## config.mk

```make
export PLATFORM = sky130hd
export DESIGN_NAME = rom_fetch_arbiter
export DESIGN_NICKNAME = d
export VERILOG_FILES = /design/src/rtl/rom_fetch_arbiter.sv
export SDC_FILE = /design/constraint.sdc
export NUM_CORES = 1
export LEC_CHECK = 0
export ABC_AREA = 1
export BUFFER_PORTS_ARGS = -buffer_cell sky130_fd_sc_hd__buf_2
export CAP_MARGIN = 30
export CORE_ASPECT_RATIO = 0.9
export CORE_MARGIN = 8
export CORE_UTILIZATION = 40
export CTS_CLUSTER_SIZE = 12
export DETAILED_ROUTE_END_ITERATION = 6
export GPL_ROUTABILITY_DRIVEN = 0
export GPL_TIMING_DRIVEN = 0
export HOLD_SLACK_MARGIN = 0.06
export PLACE_DENSITY = 0.69
export SKIP_LAST_GASP = 1
export SYNTH_ARGS = -nofsm -noshare
export SYNTH_HDL_FRONTEND = slang
export SYNTH_SLANG_ARGS = --single-unit
```

## constraint.sdc

```tcl
create_clock -name i_clk -period 2.7 [get_ports i_clk]
set_clock_uncertainty 0.05 [all_clocks]
set_input_delay 0.54 -clock i_clk [delete_from_list [all_inputs] [get_ports i_clk]]
set_output_delay 0.54 -clock i_clk [all_outputs]
set_load 0.03 [all_outputs]
```

## src/rtl/rom_fetch_arbiter.sv

```systemverilog
// Two-port round-robin read arbiter in front of a byte-addressed big-endian instruction ROM.
// Latency: accept at cycle N -> response valid at N+2 (good read) or N+1 (error).
// Backpressure: one read outstanding; response held until taken, no requests accepted meanwhile.
module rom_fetch_arbiter #(
  parameter int ROM_BYTES = 100,
  parameter int CNT_W     = 16
) (
  input  logic             i_clk,
  input  logic             i_nrst,
  input  logic             i_req0_valid,
  input  logic [31:0]      i_req0_addr,
  output logic             o_req0_ready,
  input  logic             i_req1_valid,
  input  logic [31:0]      i_req1_addr,
  output logic             o_req1_ready,
  output logic             o_resp_valid,
  output logic [31:0]      o_resp_data,
  output logic             o_resp_id,
  output logic             o_resp_err,
  input  logic             i_resp_ready,
  output logic             o_rom_nrd,
  output logic [31:0]      o_rom_addr,
  input  logic [31:0]      i_rom_data,
  output logic [CNT_W-1:0] o_rd_count,
  output logic [CNT_W-1:0] o_err_count
);

  // Highest legal word address; compared unsigned over the full 32 bits so nothing wraps.
  localparam logic [31:0] LP_MAX_ADDR = 32'(ROM_BYTES - 4);

  typedef enum logic [1:0] {
    S_IDLE = 2'd0,
    S_READ = 2'd1,
    S_RESP = 2'd2
  } state_t;

  state_t             r_state;
  state_t             w_next_state;
  logic               r_last_grant;
  logic               r_resp_valid;
  logic [31:0]        r_resp_data;
  logic               r_resp_id;
  logic               r_resp_err;
  logic               r_rom_nrd;
  logic [31:0]        r_rom_addr;
  logic [CNT_W-1:0]   r_rd_count;
  logic [CNT_W-1:0]   r_err_count;

  logic               w_grant;
  logic               w_accept;
  logic [31:0]        w_addr;
  logic               w_err;
  logic               w_hs;

  // Round-robin grant and address check; readys only in IDLE and never during reset.
  always_comb begin
    w_grant = 1'b0;
    if (i_req0_valid && i_req1_valid) begin
      w_grant = ~r_last_grant;
    end else if (i_req1_valid) begin
      w_grant = 1'b1;
    end
    w_accept     = (r_state == S_IDLE) && i_nrst && (i_req0_valid || i_req1_valid);
    o_req0_ready = w_accept && !w_grant;
    o_req1_ready = w_accept && w_grant;
    w_addr       = w_grant ? i_req1_addr : i_req0_addr;
    w_err        = (w_addr[1:0] != 2'b00) || (w_addr > LP_MAX_ADDR);
    w_hs         = r_resp_valid && i_resp_ready;
  end

  // Next-state logic: errors skip the ROM cycle entirely.
  always_comb begin
    w_next_state = r_state;
    case (r_state)
      S_IDLE:  if (w_accept) w_next_state = w_err ? S_RESP : S_READ;
      S_READ:  w_next_state = S_RESP;
      S_RESP:  if (w_hs) w_next_state = S_IDLE;
      default: w_next_state = S_IDLE;
    endcase
  end

  // State register.
  always_ff @(posedge i_clk) begin
    if (!i_nrst) begin
      r_state <= S_IDLE;
    end else begin
      r_state <= w_next_state;
    end
  end

  // Datapath: ROM strobe, response holding register and saturating completion counters.
  always_ff @(posedge i_clk) begin
    if (!i_nrst) begin
      r_last_grant <= 1'b1;
      r_resp_valid <= 1'b0;
      r_resp_data  <= 32'd0;
      r_resp_id    <= 1'b0;
      r_resp_err   <= 1'b0;
      r_rom_nrd    <= 1'b1;
      r_rom_addr   <= 32'd0;
      r_rd_count   <= '0;
      r_err_count  <= '0;
    end else begin
      case (r_state)
        S_IDLE: begin
          if (w_accept) begin
            r_last_grant <= w_grant;
            r_resp_id    <= w_grant;
            if (w_err) begin
              r_resp_data  <= 32'd0;
              r_resp_err   <= 1'b1;
              r_resp_valid <= 1'b1;
            end else begin
              r_rom_addr <= w_addr;
              r_rom_nrd  <= 1'b0;
            end
          end
        end
        S_READ: begin
          r_resp_data  <= i_rom_data;
          r_resp_err   <= 1'b0;
          r_resp_valid <= 1'b1;
          r_rom_nrd    <= 1'b1;
          r_rom_addr   <= 32'd0;
        end
        S_RESP: begin
          if (w_hs) begin
            r_resp_valid <= 1'b0;
            if (r_resp_err) begin
              if (r_err_count != '1) r_err_count <= r_err_count + CNT_W'(1);
            end else begin
              if (r_rd_count != '1) r_rd_count <= r_rd_count + CNT_W'(1);
            end
          end
        end
        default: begin
          r_rom_nrd <= 1'b1;
        end
      endcase
    end
  end

  assign o_resp_valid = r_resp_valid;
  assign o_resp_data  = r_resp_data;
  assign o_resp_id    = r_resp_id;
  assign o_resp_err   = r_resp_err;
  assign o_rom_nrd    = r_rom_nrd;
  assign o_rom_addr   = r_rom_addr;
  assign o_rd_count   = r_rd_count;
  assign o_err_count  = r_err_count;

endmodule

```

Yosys cells after proc, flatten, opt, wreduce, memory -nomap -nowiden
Cells that the tools add are included.

Add/sub/neg operators: 2. Multipliers: 0. Divide/modulo/power cells: 0. Magnitude comparators: 1. Equal/unequal tests: 8. Shifts and indexed selects: 0. Muxes and demuxes: 21. Bitwise gates (word level): 3. Reductions and logical operators: 21.

Operators by type and width (number): two-way mux 32 bit (5); case mux 32 bit (2 select lines) (2); adder 16 x 1 -> 16 bit (second input constant) (2); > comparator 32 x 7 -> 1 bit (second input constant) (1); inequality test 16 bit (second input constant) (2); AND reduction 4 bit (3); AND reduction 3 bit (3); inequality test 2 bit (second input constant) (4); two-way mux 1 bit (7); logical AND 1 bit (6); two-way mux 2 bit (3); case mux 2 bit (3 select lines) (1); case mux 1 bit (2 select lines) (2); AND reduction 2 bit (2); nonzero test 2 bit (2); NOT 1 bit (3); case mux 1 bit (3 select lines) (1); nonzero test 3 bit (1); equality test 2 x 1 -> 1 bit (second input constant) (1); equality test 2 bit (second input constant) (1); zero test 2 bit (1); logical OR 1 bit (2); zero test 1 bit (1).

Register bits after elaboration: 103. Bits in latches: 0. Bits in writable memories: 0. ROM bits: 0. Bits of input ports: 101. Output and inout port bits: 102. Word-level logic and storage cells: 66. Memories kept: 0.

Depth between registers and ports, before layout
Depth after elaboration: 8. Mapped depth: 15. Depth with buffers taken out: 13.

Worst setup path after synthesis
OpenSTA, ideal clock, no wires.

Kind: register to register. From: register r_rd_count[0] (netlist: o_rd_count[0]). To: register r_rd_count[12] (netlist: o_rd_count[12]). Setup time: 0.116 ns. Data arrival time: 1.929 ns. Setup slack: 0.606 ns. Cell stages (with the launch flop): 10. Buffers on the path: 1. Cell sequence: dfxtp_1 -> ha_1 -> nand2_1 -> nor4_2 -> nand2_1 -> nand2_1 -> inv_2 -> clkbuf_1 -> a21oi_1 -> nor2_1.

Longest elaborated chain between the ends: 2.

RTL lines: start: declaration (RTL line 46) `logic [CNT_W-1:0] r_rd_count;`; start signal: assignment (RTL line 132) `if (r_rd_count != '1) r_rd_count <= r_rd_count + CNT_W'(1);`; branches (longest 2 deep; another with adder 16 x 1 -> 16 bit).

Several ways; the timed one is not identified. A chain may end at the register's enable or synchronous reset.

Final worst setup path
From: register r_err_count[0] (netlist: o_err_count[0]). To: register r_err_count[7] (netlist: o_err_count[7]).

Longest elaborated chain between the ends: 2.

RTL lines: start: declaration (RTL line 47) `logic [CNT_W-1:0] r_err_count;`; start signal: assignment (RTL line 130) `if (r_err_count != '1) r_err_count <= r_err_count + CNT_W'(1);`; branches (longest 2 deep; another with adder 16 x 1 -> 16 bit).

Several ways; the timed one is not identified.

==> implementation parameters <==
Parameter                              Value

Power
  LEAKAGE ... around 3.0 nW
  Worst IR Drop VDD ... around 0.00032 V
  Post-layout total power ... about 3.3 mW
  Power per cell area ... around 520 nW/µm²

Clock network
  Deepest level of the CTS H-tree ... 3
  Buffer levels on the longest clock path ... 2
  Root buf cell ... sky130_fd_sc_hd__clkbuf_16
  Setup Buffers After CTS ... 0
  Skew-Pair Late Insertion Delay ... around 0.33 ns
  Clock-pin slew on the worst setup and hold paths ... about 0.070 ns
  Post-cts gate resize count ... 0
  CTS tree ... done
  Hold Buf Count CTS ... 0
  Total number of clock tree sinks ... a little over 100
  Total clock buffers created by CTS ... 9

STA
  Worst-margin pin slew ... a little under 0.9 ns
  Pins Over Slew Limit ... 0
  Setup repair after global routing missed its margin ... false
  Final hold violation count ... 0
  Final critical path time including I/O delays and setup ... roughly 2.3 ns
  Worst max-slew margin expressed relative to the limit ... 0.403
  Fin crit share ... 0.848
  Sum of negative setup slack ... 0 ns
  Final setup violation count ... 0
  Peak clock frequency supported by timing ... between 400 and 500 MHz
  Worst setup margin ... roughly 0.4 ns

Route
  Initial detailed-routing violation count ... roughly 260
  Final ANT Viol Nets ... 0
  Number of optimization iterations in the first detailed-route pass ... 5
  Vias per cell ... between 4 and 5
  DRC viols ... 0
  Average wire per cell in the routed design ... 13.4 µm
  Vias after detailed routing ... around 5.0k
  Routed WL ... 14,300 µm

Die
  Initial Util ... 0.410
  Top-Level Pins ... between 200 and 250
  Die height ... approximately 120 µm
  Die outline width ... about 130 µm
  Core area ... 11,400 µm²
  Row count ... 37
  Overall die area ... around 15,000 µm²

GRT
  Vias in the first global route ... roughly 4.6k
  Overall routing resource usage ... 0.183
  Leftover overflow at the end of global routing ... 0
  Initial antenna violation count ... 0
  Largest net degree at the start of global routing ... 17
  Wire length of the first global-routing pass ... ~23,000 µm

Status
  Status ... completed

Worst setup path
  Crit path required time ... approximately 2.9 ns
  Cell family with most CP delay ... simple AND/OR/NAND/NOR gates
  Total buffers and inverters traversed by the critical path ... 3
  Crit path capture type ... flop
  Cell mode on critical path ... sky130_fd_sc_hd__nand2_1
  Worst Setup Path Type ... reg -> reg
  Setup slack on the worst flop-to-flop path ... around 0.41 ns
  Signal arrival time at the worst endpoint ... roughly 2.5 ns
  Worst setup SP type ... flop
  Cells along the critical path ... ha_1 -> inv_1 -> nor4_1 -> nand3_1 -> nand2_1 -> inv_1 -> clkbuf_1 -> nand4_1 -> nand2_1 -> nand2_1 -> nor2_1
  Slowest CP cell ... sky130_fd_sc_hd__dfxtp_1
  Top fanout value on the critical path ... 10
  Critical path's largest stage delay ... approximately 0.45 ns

Place
  Placed standard-cell area ... about 5900 µm²
  Placement Setup Slack ... 0.121 ns
  Half-perimeter wire length after detailed placement ... approximately 11,000 µm
  Count of buffers inserted at the top-level ports ... approximately 200

Finish
  Synthesis-to-layout area growth ... 32.6%
  Most frequent standard cell in the layout excluding fill and tap cells ... sky130_fd_sc_hd__nand2_1
  Ratio of cells with drive above 1 in the final layout ... 0.262
  Top library cells by usage in the layout, fill and taps aside ... sky130_fd_sc_hd__nand2_1, sky130_fd_sc_hd__buf_2, sky130_fd_sc_hd__dfxtp_1
  Net count of the finished layout ... between 1k and 1.5k
  Count of inserted antenna diode cells ... 0
  Final cell area excluding filler cells ... 6210 µm²

Logic synthesis
  Unique masters post-synth ... 27
  Warnings, synthesis ... 0
  Post-synthesis instance area ... roughly 4700 µm²
  Sequential-to-total area share from yosys stat ... 0.440
  Instance count of the mapped netlist ... between 600 and 700
  Post-synthesis net count ... approximately 800
  Mean cell area of the mapped netlist ... about 6.7 µm²
  Post-synthesis register bit count ... 103

Flow run
  Max-cap violation count ... 0

Min path
  Hold Path Class ... reg -> reg
## Yosys cell counts
cell type	instances	share of area
sky130_fd_sc_hd__ha_1	2	0.0053
sky130_fd_sc_hd__o21ai_0	17	0.018
sky130_fd_sc_hd__a21oi_1	64	0.068
sky130_fd_sc_hd__xnor2_1	4	0.0075
sky130_fd_sc_hd__nor3_1	9	0.0096
sky130_fd_sc_hd__or2_2	1	0.0013
sky130_fd_sc_hd__clkbuf_1	15	0.012
sky130_fd_sc_hd__nand3b_1	12	0.019
sky130_fd_sc_hd__nand4_1	5	0.0067
sky130_fd_sc_hd__buf_6	8	0.019
sky130_fd_sc_hd__a31oi_1	3	0.0040
sky130_fd_sc_hd__a211oi_1	1	0.0016
sky130_fd_sc_hd__nor4_2	1	0.0027
sky130_fd_sc_hd__o21ai_1	1	0.0011
sky130_fd_sc_hd__xor2_1	4	0.0075
sky130_fd_sc_hd__nand3_1	37	0.040
sky130_fd_sc_hd__nand2_2	4	0.0053
sky130_fd_sc_hd__inv_1	62	0.050
sky130_fd_sc_hd__buf_4	1	0.0016
sky130_fd_sc_hd__nor2_1	80	0.064
sky130_fd_sc_hd__inv_2	3	0.0024
sky130_fd_sc_hd__nor4_1	3	0.0040
sky130_fd_sc_hd__nor3b_1	2	0.0032
sky130_fd_sc_hd__o21a_1	1	0.0016
sky130_fd_sc_hd__dfxtp_1	103	0.44
sky130_fd_sc_hd__buf_2	5	0.0053
sky130_fd_sc_hd__nand2_1	248	0.20
## power breakdown
| group | internal, mW | total [mW] | switching (mW) |
|---|---|---|---|
| Sequential | 1.53 | 1.54 | 0.00913 |
| Combinational | 0.131 | 0.322 | 0.191 |
| Clock | 0.838 | 1.39 | 0.552 |
## tightest hold or removal path: cells and delay by family, from the launching register on
family / cells / cell delay [ns]
flops: 1 / 0.31
simple gates: 2 / 0.09
## sequential cells by signal, indices dropped and copies added (netlist names)
name and cells:
o_resp_err 1, o_err_count 16, r_state 2, o_rom_addr 32
o_resp_valid 1, o_resp_id 1, o_rom_nrd 1, o_rd_count 16
o_resp_data 32, r_last_grant 1
## logic make-up after synthesis
group	Yosys count	synth area share
AND/OR/NAND/NOR	402	0.354
flip-flops	103	0.440
buffers and inverters	94	0.0903
AO/OA/AOI/OAI	87	0.0948
XOR/XNOR	8	0.0150
adder cells (fa/ha/maj)	2	0.00534
## routing by layer
metal | global-route usage | up-vias | share of wire
met1 | 0.228 | 2198 | 0.44
li1 | - | 2615 | -
met5 | 0 | - | 0
met3 | 0.0548 | 12 | 0.076
met4 | 0.0341 | 0 | 0.0087
met2 | 0.307 | 131 | 0.47
## cell type report
type	instances	area, µm²
inverters	65	244
flip-flops and latches	103	2060
fillers	1188	5220
well taps	156	195
repair buffers	202	1010
clock inverters	4	77.6
plain buffers	29	179
clock buffers	11	243
multi-input cells	499	2200
## final timing paths
kind | start | endpoint | cells past startpoint
worst max register to register | o_err_count[0] | o_err_count[7] | 11
worst min register to register | o_rom_addr[17] | o_rom_addr[17] | 2
worst max-delay path | o_err_count[0] | o_err_count[7] | 11
worst min-delay path | o_rom_addr[17] | o_rom_addr[17] | 2
## metrics by stage
| step | std cells | hold WS [ns] | util |
|---|---|---|---|
| 3_3_place_gp | 1054 | 0.372 | 0.515 |
| 4_1_cts | 1069 | 0.384 | 0.543 |
| 5_1_grt | 1069 | 0.396 | 0.543 |
| 2_1_floorplan | 696 | 0.383 | - |
| 3_5_place_dp | 1054 | 0.372 | 0.515 |
| 6_report | 1069 | 0.382 | 0.543 |
Power figures use the tool's default switching activity.
